File: src/rtl/soc_pkg.sv
// soc_pkg: memory map and fetch types shared by the core's fetch and data-side decoders
package soc_pkg;
  typedef enum logic [1:0] {SRC_ROM, SRC_IMEM, SRC_FAULT} fetch_src_e;
  localparam logic [31:0] NOP_INST   = 32'h0000_0013;
  localparam logic [31:0] ROM_BASE   = 32'h0000_0000;
  localparam logic [31:0] ROM_BYTES  = 32'd512;
  localparam logic [31:0] IMEM_BASE  = 32'h1000_0000;
  localparam logic [31:0] IMEM_BYTES = 32'd4096;
endpackage

File: src/rtl/fetch_addr_decode.sv
// fetch_addr_decode: classifies a fetch PC as ROM, IMEM or fault and forms region offsets
module fetch_addr_decode import soc_pkg::*; #(
  parameter logic [31:0] ROM_BASE   = soc_pkg::ROM_BASE,
  parameter logic [31:0] ROM_BYTES  = soc_pkg::ROM_BYTES,
  parameter logic [31:0] IMEM_BASE  = soc_pkg::IMEM_BASE,
  parameter logic [31:0] IMEM_BYTES = soc_pkg::IMEM_BYTES
) (
  input  logic [31:0] pc,
  output fetch_src_e  src,
  output logic [11:0] rom_off,
  output logic [11:0] imem_off
);
  logic [31:0] rom_rel, imem_rel;
  // unsigned offset compare covers both range bounds without a base >= 0 test
  always_comb begin
    rom_rel  = pc - ROM_BASE;
    imem_rel = pc - IMEM_BASE;
    rom_off  = rom_rel[11:0];
    imem_off = imem_rel[11:0];
    src      = (pc[1:0] != 2'b00) ? SRC_FAULT :
               (rom_rel < ROM_BYTES) ? SRC_ROM :
               (imem_rel < IMEM_BYTES) ? SRC_IMEM : SRC_FAULT;
  end
endmodule

File: src/rtl/inst_fetch.sv
// inst_fetch: two-stage fetch aligning ROM and IMEM to one cycle, with stall hold and redirect
module inst_fetch import soc_pkg::*; #(
  parameter logic [31:0] RESET_PC   = 32'h0000_0000,
  parameter logic [31:0] ROM_BASE   = soc_pkg::ROM_BASE,
  parameter logic [31:0] ROM_BYTES  = soc_pkg::ROM_BYTES,
  parameter logic [31:0] IMEM_BASE  = soc_pkg::IMEM_BASE,
  parameter logic [31:0] IMEM_BYTES = soc_pkg::IMEM_BYTES
) (
  input  logic        clk,
  input  logic        reset_n,
  input  logic        stall_i,
  input  logic        redirect_i,
  input  logic [31:0] redirect_pc_i,
  output logic [11:0] rom_addr_o,
  input  logic [31:0] rom_inst_i,
  output logic        imem_req_o,
  output logic [11:0] imem_addr_o,
  input  logic [31:0] imem_rdata_i,
  output logic        if_valid_o,
  output logic [31:0] if_pc_o,
  output logic [31:0] if_inst_o,
  output logic        if_fault_o
);
  logic [31:0] pc_q, f2_pc, rom_q, hold_inst, mux_inst;
  logic        f2_valid, hold_valid, advance;
  fetch_src_e  src, f2_src;

  fetch_addr_decode #(
    .ROM_BASE(ROM_BASE), .ROM_BYTES(ROM_BYTES),
    .IMEM_BASE(IMEM_BASE), .IMEM_BYTES(IMEM_BYTES)
  ) u_dec (
    .pc(pc_q), .src(src), .rom_off(rom_addr_o), .imem_off(imem_addr_o)
  );

  always_comb begin
    advance    = !stall_i || !f2_valid;
    imem_req_o = advance && (src == SRC_IMEM) && !redirect_i;
    mux_inst   = hold_valid ? hold_inst :
                 (f2_src == SRC_ROM) ? rom_q :
                 (f2_src == SRC_IMEM) ? imem_rdata_i : NOP_INST;
    if_inst_o  = mux_inst;
    if_valid_o = f2_valid;
    if_pc_o    = f2_pc;
    if_fault_o = f2_valid && (f2_src == SRC_FAULT);
  end

  // IMEM data lives for one cycle only, so the first stalled cycle snapshots the output
  always_ff @(posedge clk or negedge reset_n) begin
    if (!reset_n) begin
      pc_q       <= RESET_PC;
      f2_valid   <= 1'b0;
      f2_pc      <= '0;
      f2_src     <= SRC_ROM;
      rom_q      <= '0;
      hold_valid <= 1'b0;
      hold_inst  <= '0;
    end else if (redirect_i) begin
      pc_q       <= redirect_pc_i;
      f2_valid   <= 1'b0;
      hold_valid <= 1'b0;
    end else if (advance) begin
      pc_q       <= pc_q + 32'd4;
      f2_valid   <= 1'b1;
      f2_pc      <= pc_q;
      f2_src     <= src;
      rom_q      <= rom_inst_i;
      hold_valid <= 1'b0;
    end else if (!hold_valid) begin
      hold_inst  <= mux_inst;
      hold_valid <= 1'b1;
    end
  end
endmodule

File: config.mk
export PLATFORM = sky130hd
export DESIGN_NAME = inst_fetch
export DESIGN_NICKNAME = d
export VERILOG_FILES = /design/src/rtl/soc_pkg.sv /design/src/rtl/fetch_addr_decode.sv /design/src/rtl/inst_fetch.sv
export SDC_FILE = /design/constraint.sdc
export NUM_CORES = 1
export LEC_CHECK = 0
export ABC_AREA = 1
export BUFFER_PORTS_ARGS = -buffer_cell sky130_fd_sc_hd__buf_4
export CORE_ASPECT_RATIO = 1.25
export CORE_MARGIN = 2
export CORE_UTILIZATION = 30
export DETAILED_ROUTE_END_ITERATION = 10
export GPL_TIMING_DRIVEN = 0
export PLACE_DENSITY = 0.49
export SYNTH_ARGS = -nofsm -noshare
export SYNTH_HDL_FRONTEND = slang
export SYNTH_SLANG_ARGS = --single-unit
File: constraint.sdc
create_clock -name clk -period 2.1 [get_ports clk]
set_input_delay 0.42 -clock clk [delete_from_list [all_inputs] [get_ports clk]]
set_output_delay 0.42 -clock clk [all_outputs]
set_load 0.02 [all_outputs]
## After elaboration in Yosys (flattened, before gate mapping)

Index checks and enable logic that the tools add are counted.

| word-level totals | value |
|---|---|
| output and inout port bits | 91 |
| bits in registers | 132 |
| input port bits | 100 |
| logic and storage cells | 41 |

| operators by class | value |
|---|---|
| multiplexer cells | 12 |
| $lt $le $gt $ge | 2 |
| reduce and logical (&&, ||, !) cells | 12 |
| equal/unequal tests | 3 |
| $add $sub $neg | 2 |
| bitwise logic cells | 3 |

Operators with widths:

| operator | count |
|---|---|
| 2-to-1 mux 32 bit | 5 |
| adder 32 x 3 -> 32 bit (second input constant) | 1 |
| less-than comparator 32 x 10 -> 1 bit (second input constant) | 1 |
| less-than comparator 32 x 13 -> 1 bit (second input constant) | 1 |
| subtractor 32 x 29 -> 32 bit (second input constant) | 1 |
| 2-to-1 mux 2 bit | 3 |
| equality test 2 x 1 -> 1 bit (second input constant) | 2 |
| 2-to-1 mux 1 bit | 4 |
| nonzero test 2 bit | 2 |
| logical AND 1 bit | 3 |
| zero test 1 bit | 3 |
| inverter 1 bit | 3 |
| AND reduction 3 bit | 1 |
| equality test 2 bit (second input constant) | 1 |
| zero test 2 bit | 1 |
| AND reduction 2 bit | 1 |
| logical OR 1 bit | 1 |

## Longest topological paths before layout

| depth | value |
|---|---|
| depth in word-level cells | 8 |
| mapped depth | 10 |
| depth with buffers taken out | 10 |

## Hierarchy

Synthesis repeated with hierarchy kept, for this count alone.

| second synthesis, totals | value |
|---|---|
| cell total of the unflattened synthesis | 935 |
| area total of the unflattened synthesis | 6921.6 um^2 |

By module, submodules not included:

| module | instances | area each (um^2) | cells an instance | sequential area each (um^2) |
|---|---|---|---|---|
| inst_fetch | 1 | 6602.6 | 879 | 3303.2 |
| fetch_addr_decode | 1 | 319.1 | 56 | 0.0 |

## Worst setup path after synthesis

Ideal clock, no wire load.

| timing | value |
|---|---|
| path type | reg2out |
| start point | register hold_valid |
| end point | output port if_inst_o[25] |
| stages on the path, launching flop included | 5 |
| data required time | 1680 ps |
| path buffers | 2 |
| setup slack | 237 ps |
| arrival time | 1443 ps |
| cell sequence | dfrtp_1 buf_2 inv_1 clkbuf_1 o21ai_0 |

| between the ends | value |
|---|---|
| longest elaborated chain between the ends | 1 |

Ends and longest elaborated chain:

| item | line | text |
|---|---|---|
| start: declaration | inst_fetch.sv:25 | `logic f2_valid, hold_valid, advance;` |
| start signal: assignment | inst_fetch.sv:55 | `hold_valid <= 1'b0;` |
| start signal: assignment | inst_fetch.sv:60 | `hold_valid <= 1'b0;` |
| start signal: assignment | inst_fetch.sv:67 | `hold_valid <= 1'b0;` |
| 2-to-1 mux 32 bit | inst_fetch.sv:38 | `mux_inst = hold_valid ? hold_inst :` |
| end: declaration | inst_fetch.sv:21 | `output logic [31:0] if_inst_o,` |

No other way between the ends.

## Worst setup path in the final report

| timing | value |
|---|---|
| start point | register f2_src[0] |
| end point | output port if_inst_o[29] |

| between the ends | value |
|---|---|
| longest elaborated chain between the ends | 4 |
| elaborated cells between the ends (all ways) | 5 |
| classes of those cells | eq/ne (1); mux (3); reduce/logical (1) |

Ends and longest elaborated chain:

| item | line | text |
|---|---|---|
| start: declaration | inst_fetch.sv:26 | `fetch_src_e src, f2_src;` |
| start signal: assignment | inst_fetch.sv:65 | `f2_src <= src;` |
| equality test 2 x 1 -> 1 bit | inst_fetch.sv:40 | `(f2_src == SRC_IMEM) ? imem_rdata_i : NOP_INST;` |
| 2-to-1 mux 32 bit | inst_fetch.sv:40 |  |
| 2-to-1 mux 32 bit (*) | inst_fetch.sv:39 | `(f2_src == SRC_ROM) ? rom_q :` |
| 2-to-1 mux 32 bit (*) | inst_fetch.sv:38 |  |

Mark *: on every way between the ends. The rest lies on a longest branch, timed or not.

==> metrics.md <==
| Metric | Value |
|---|---|
| GRT Total Usage | ~20% |
| Worst slew pin tran | 0.6531 ns |
| Critical path required time | 1.68 ns |
| Placed insts | 1396 |
| Clock transition at the registers of the reported paths | 0.06 ns |
| Ports | 191 |
| Ant. Diodes | 0 |
| H-tree depth | 4 |
| Post-synth EDFFs | 0 |
| Vias in the first global route | 6950 |
| Worst skew pair latency | 0.42 ns |
| Area grow syn2layout | 53.85% |
| Core area | roughly 23000 um2 |
| Final setup vio count | 7 |
| TritonCTS clock tree | done |
| # DRC | 11 |
| Yosys reg bits | 132 |
| R2R depth | 14 |
| Crit path max fanout | 6 |
| Hold Path Class | in -> reg |
| Hold Vio Cnt, Final | 0 |
| Prevailing post-synth register cell | dfrtp_1 |
| CTS Buf Count | 17 |
| Post-synthesis sequential area ratio | 47.50% |
| Worst Hold Depth | 3 |
| Hold EP | rom_q[11]$_DFFE_PN0P_ |
| Layout cells sized above 1 | 40.11% |
| Core Util, Final | 46.75% |
| Slew HR | 56.13% |
| Fin crit share | 101.2% |
| Initial antenna violation count | 0 |
| First drt pass iteration count | 8 |
| Post-route insts no fill | 1512 |
| CTS root buf | clkbuf_16 |
| RSZ-0062 raised after global routing | yes |
| Cell area after synthesis | 6954 um2 |
| Row cnt | a little over 60 |
| DIE WIDTH | 140.2 um |
| Synth top area share | 47.50% |
| Final Max Slew Viols | 0 |
| Max stage delay on crit path | 0.45 ns |
| Die Height | 174.2 um |
| Clock Path Buffers | 2 |
| Post-synth top cells | 262 x nand2_1, 132 x dfrtp_1, 111 x o21ai_0 |
| I/O Buffers | 189 |
| Hpwl dp | 17.74 mm |
| Setup Skew | 0.01050 ns |
| Ys async rst share | between 90% and 100% |
| Post-Route WL | 24.68 mm |
| Crit Path Class | reg -> out |
| GP Congestion | 0.8614 |
| Most common cell in the netlist | nand2_1 |
| Post-Syn Nets | 1019 |
| Failing checks | DRC, setup timing |
| Synth cell types | 38 |
| Highest Clock Rate | 470.5 MHz |
| CTS sink count | 132 |
| Cell taking the most area after synthesis | dfrtp_1 |
| Initial Utilization | 30.39% |
| Antenna Violating Nets Remaining | 0 |
| Fin crit period | roughly 2.1 ns |
| Worst path top cell family by delay | buffers and inverters |
| Setup Slack @ Placement | -0.1928 ns |
| DRC marker count from the first detailed-route iteration | 403 |
| P per Cell Area | 725.3 nW/um2 |
| Reg2Reg Launch Point | f2_src[0]$_DFFE_PN0P_ |
| Syn Inst Count | roughly 900 |
| Avg Vias per Cell | 4.704 |
| Critical path's slowest cell | dfrtp_2 |
| Maximum VDD drop | 0.5601 mV |
| Die Area | ~24000 um2 |
| R2R Setup Slk | about 0.030 ns |
| Setup crit end kind | output pin |
| Largest net degree at the start of global routing | 76 |
| Worst Min Path Start | rom_inst_i[11] |
| Vias | 7113 |
| Buf+Inv Stages, Crit Path | 4 |
| Gr ovfl total | 0 |
| YS warnings | 0 |
| First-pass GRT wire length | around 38 mm |
| Startpoint Class | flop |
| WL/cell | 16.32 um |
| Status | complete, but fails checks |
| Reg2reg end | hold_inst[27]$_DFFE_PN0P_ |
| Layout Nets | 1312 |
| Leakage | between 5 and 6 nW |
| Largest cells by area after synthesis | dfrtp_1 47%, nand2_1 14%, o21ai_0 8.0%, nand3_1 5.5%, inv_1 5.1% |
| Arr. time, crit path | ~1.7 ns |
| Worst path cell trace | inv_4, nand2_8, clkbuf_16, o21ai_4, inv_2, o21ai_2, buf_6 |
| Synthesized area per cell | 7.575 um2 |
| Max_cap viols | 0 |
| Final worst slack | -0.02518 ns |
==> cells in the final DEF, fill, tap and decap left out, drive strengths merged <==
| cell | netlist | final |
|---|---|---|
| buf | 44 | 321 |
| nand2 | 268 | 268 |
| dfrtp | 132 | 132 |
| o21ai | 125 | 125 |
| inv | 99 | 98 |
| nor2 | 86 | 86 |
| nand3 | 77 | 77 |
| clkbuf | 25 | 41 |
| a21oi | 14 | 14 |
| nand4 | 12 | 12 |
| clkinv | 0 | 7 |
| o2111ai | 6 | 6 |
| nor3 | 6 | 6 |
| nand3b | 5 | 5 |
| bufinv | 0 | 4 |
| o22ai | 4 | 4 |
| nor4 | 4 | 4 |
| o211ai | 3 | 3 |
| clkinvlp | 0 | 2 |
| a31oi | 2 | 2 |
| o311ai | 1 | 1 |
| a32oi | 1 | 1 |
| xor2 | 1 | 1 |
| xnor2 | 1 | 1 |
| o221ai | 1 | 1 |
| ha | 1 | 1 |
| dlygate4sd3 | 0 | 1 |
==> metal layers <==
metal / vias to the layer above / GRT usage [%] / wire, um
met1: 3371 / 24.76 / 10130
met4: 0 / 5.934 / 553
met2: 180 / 36.44 / 12930
met5: - / 0 / 0
li1: 3529 / - / -
met3: 33 / 3.333 / 1072
==> kinds of logic (layout without fill, tap and decap cells) <==
logic type                 after synthesis  after routing  share of synthesized area [%]
AOI/OAI and AO/OA                      157            157                          12.54
xor gates and xnor gates                 2              2                         0.2519
adders and majority gates                1              1                         0.1799
buffers and inverters                  168            474                          11.07
DFF                                    132            132                          47.50
and+or+nand+nor                        458            458                          28.46
==> how the worst max path moves through the flow <==
stage                           from       endpoint  slack [ns]  depth (start not counted)
6_report       f2_src[0]$_DFFE_PN0P_  if_inst_o[29]       -0.03                          7
5_1_grt        f2_src[0]$_DFFE_PN0P_  if_inst_o[10]       -0.10                          7
4_1_cts        f2_src[0]$_DFFE_PN0P_  if_inst_o[29]       -0.06                          7
3_5_place_dp                 stall_i     imem_req_o       -0.19                          8
3_3_place_gp                 stall_i     imem_req_o       -0.18                          8
2_1_floorplan   hold_valid$_DFF_PN0_  if_inst_o[25]        0.24                          4
==> cell type report <==
cell class,count,area [um2]
Sequential cell,132,3316
Fill cell,2269,12190
Clock buffer,20,466.7
Buffer,67,511.7
Timing Repair Buffer,276,2237
Tap cell,288,360.3
Clock inverter,12,177.7
Multi-Input combinational cell,618,3239
Inverter,99,390.4
==> registers in the layout, indices dropped and copies added, names as in the netlist <==
register    count
hold_inst      32
if_pc_o        32
pc_q           32
rom_q          32
f2_src          2
hold_valid      1
if_valid_o      1
==> where the power goes <==
part	leakage [nW]	internal [mW]	switching (mW)
registers	1.61	2.81	0.205
clock network	0.316	2.08	1.17
logic	3.22	0.637	0.852
total	5.15	5.53	2.23
==> timing repair <==
item	in CTS	in global routing
pin swaps	15	29
hold endpoints to repair	4	0
setup endpoints to repair	33	41
setup buffers	58	26
cloned	2	1
resized for setup	145	106
hold buffers	1	0
==> worst register-to-register path, stage by stage, from the launching register on <==
cell and delay, ns:
dfrtp_2 0.45, inv_4 0.10, nand2_8 0.09, buf_8 0.15
o21ai_2 0.12, inv_2 0.05, buf_4 0.12, buf_4 0.12
buf_4 0.12, buf_4 0.12, buf_4 0.12, buf_4 0.12
buf_4 0.12, buf_4 0.12, o21ai_1 0.10
==> through the flow <==
stage	TNS, ns	hold slack (ns)	total power, mW	area, um2
after global routing	-2.115	0.1809	8.128	10700
after detailed placement	-0.2630	0.4417	4.456	8765
final	-0.07250	0.1942	7.760	10700
after CTS	-0.7356	0.1754	7.785	10200
after floorplan	0	0.1244	3.762	6954
after global placement	-6.584	0.4646	4.437	8733
No activity file was read; power rests on OpenSTA's default activity.
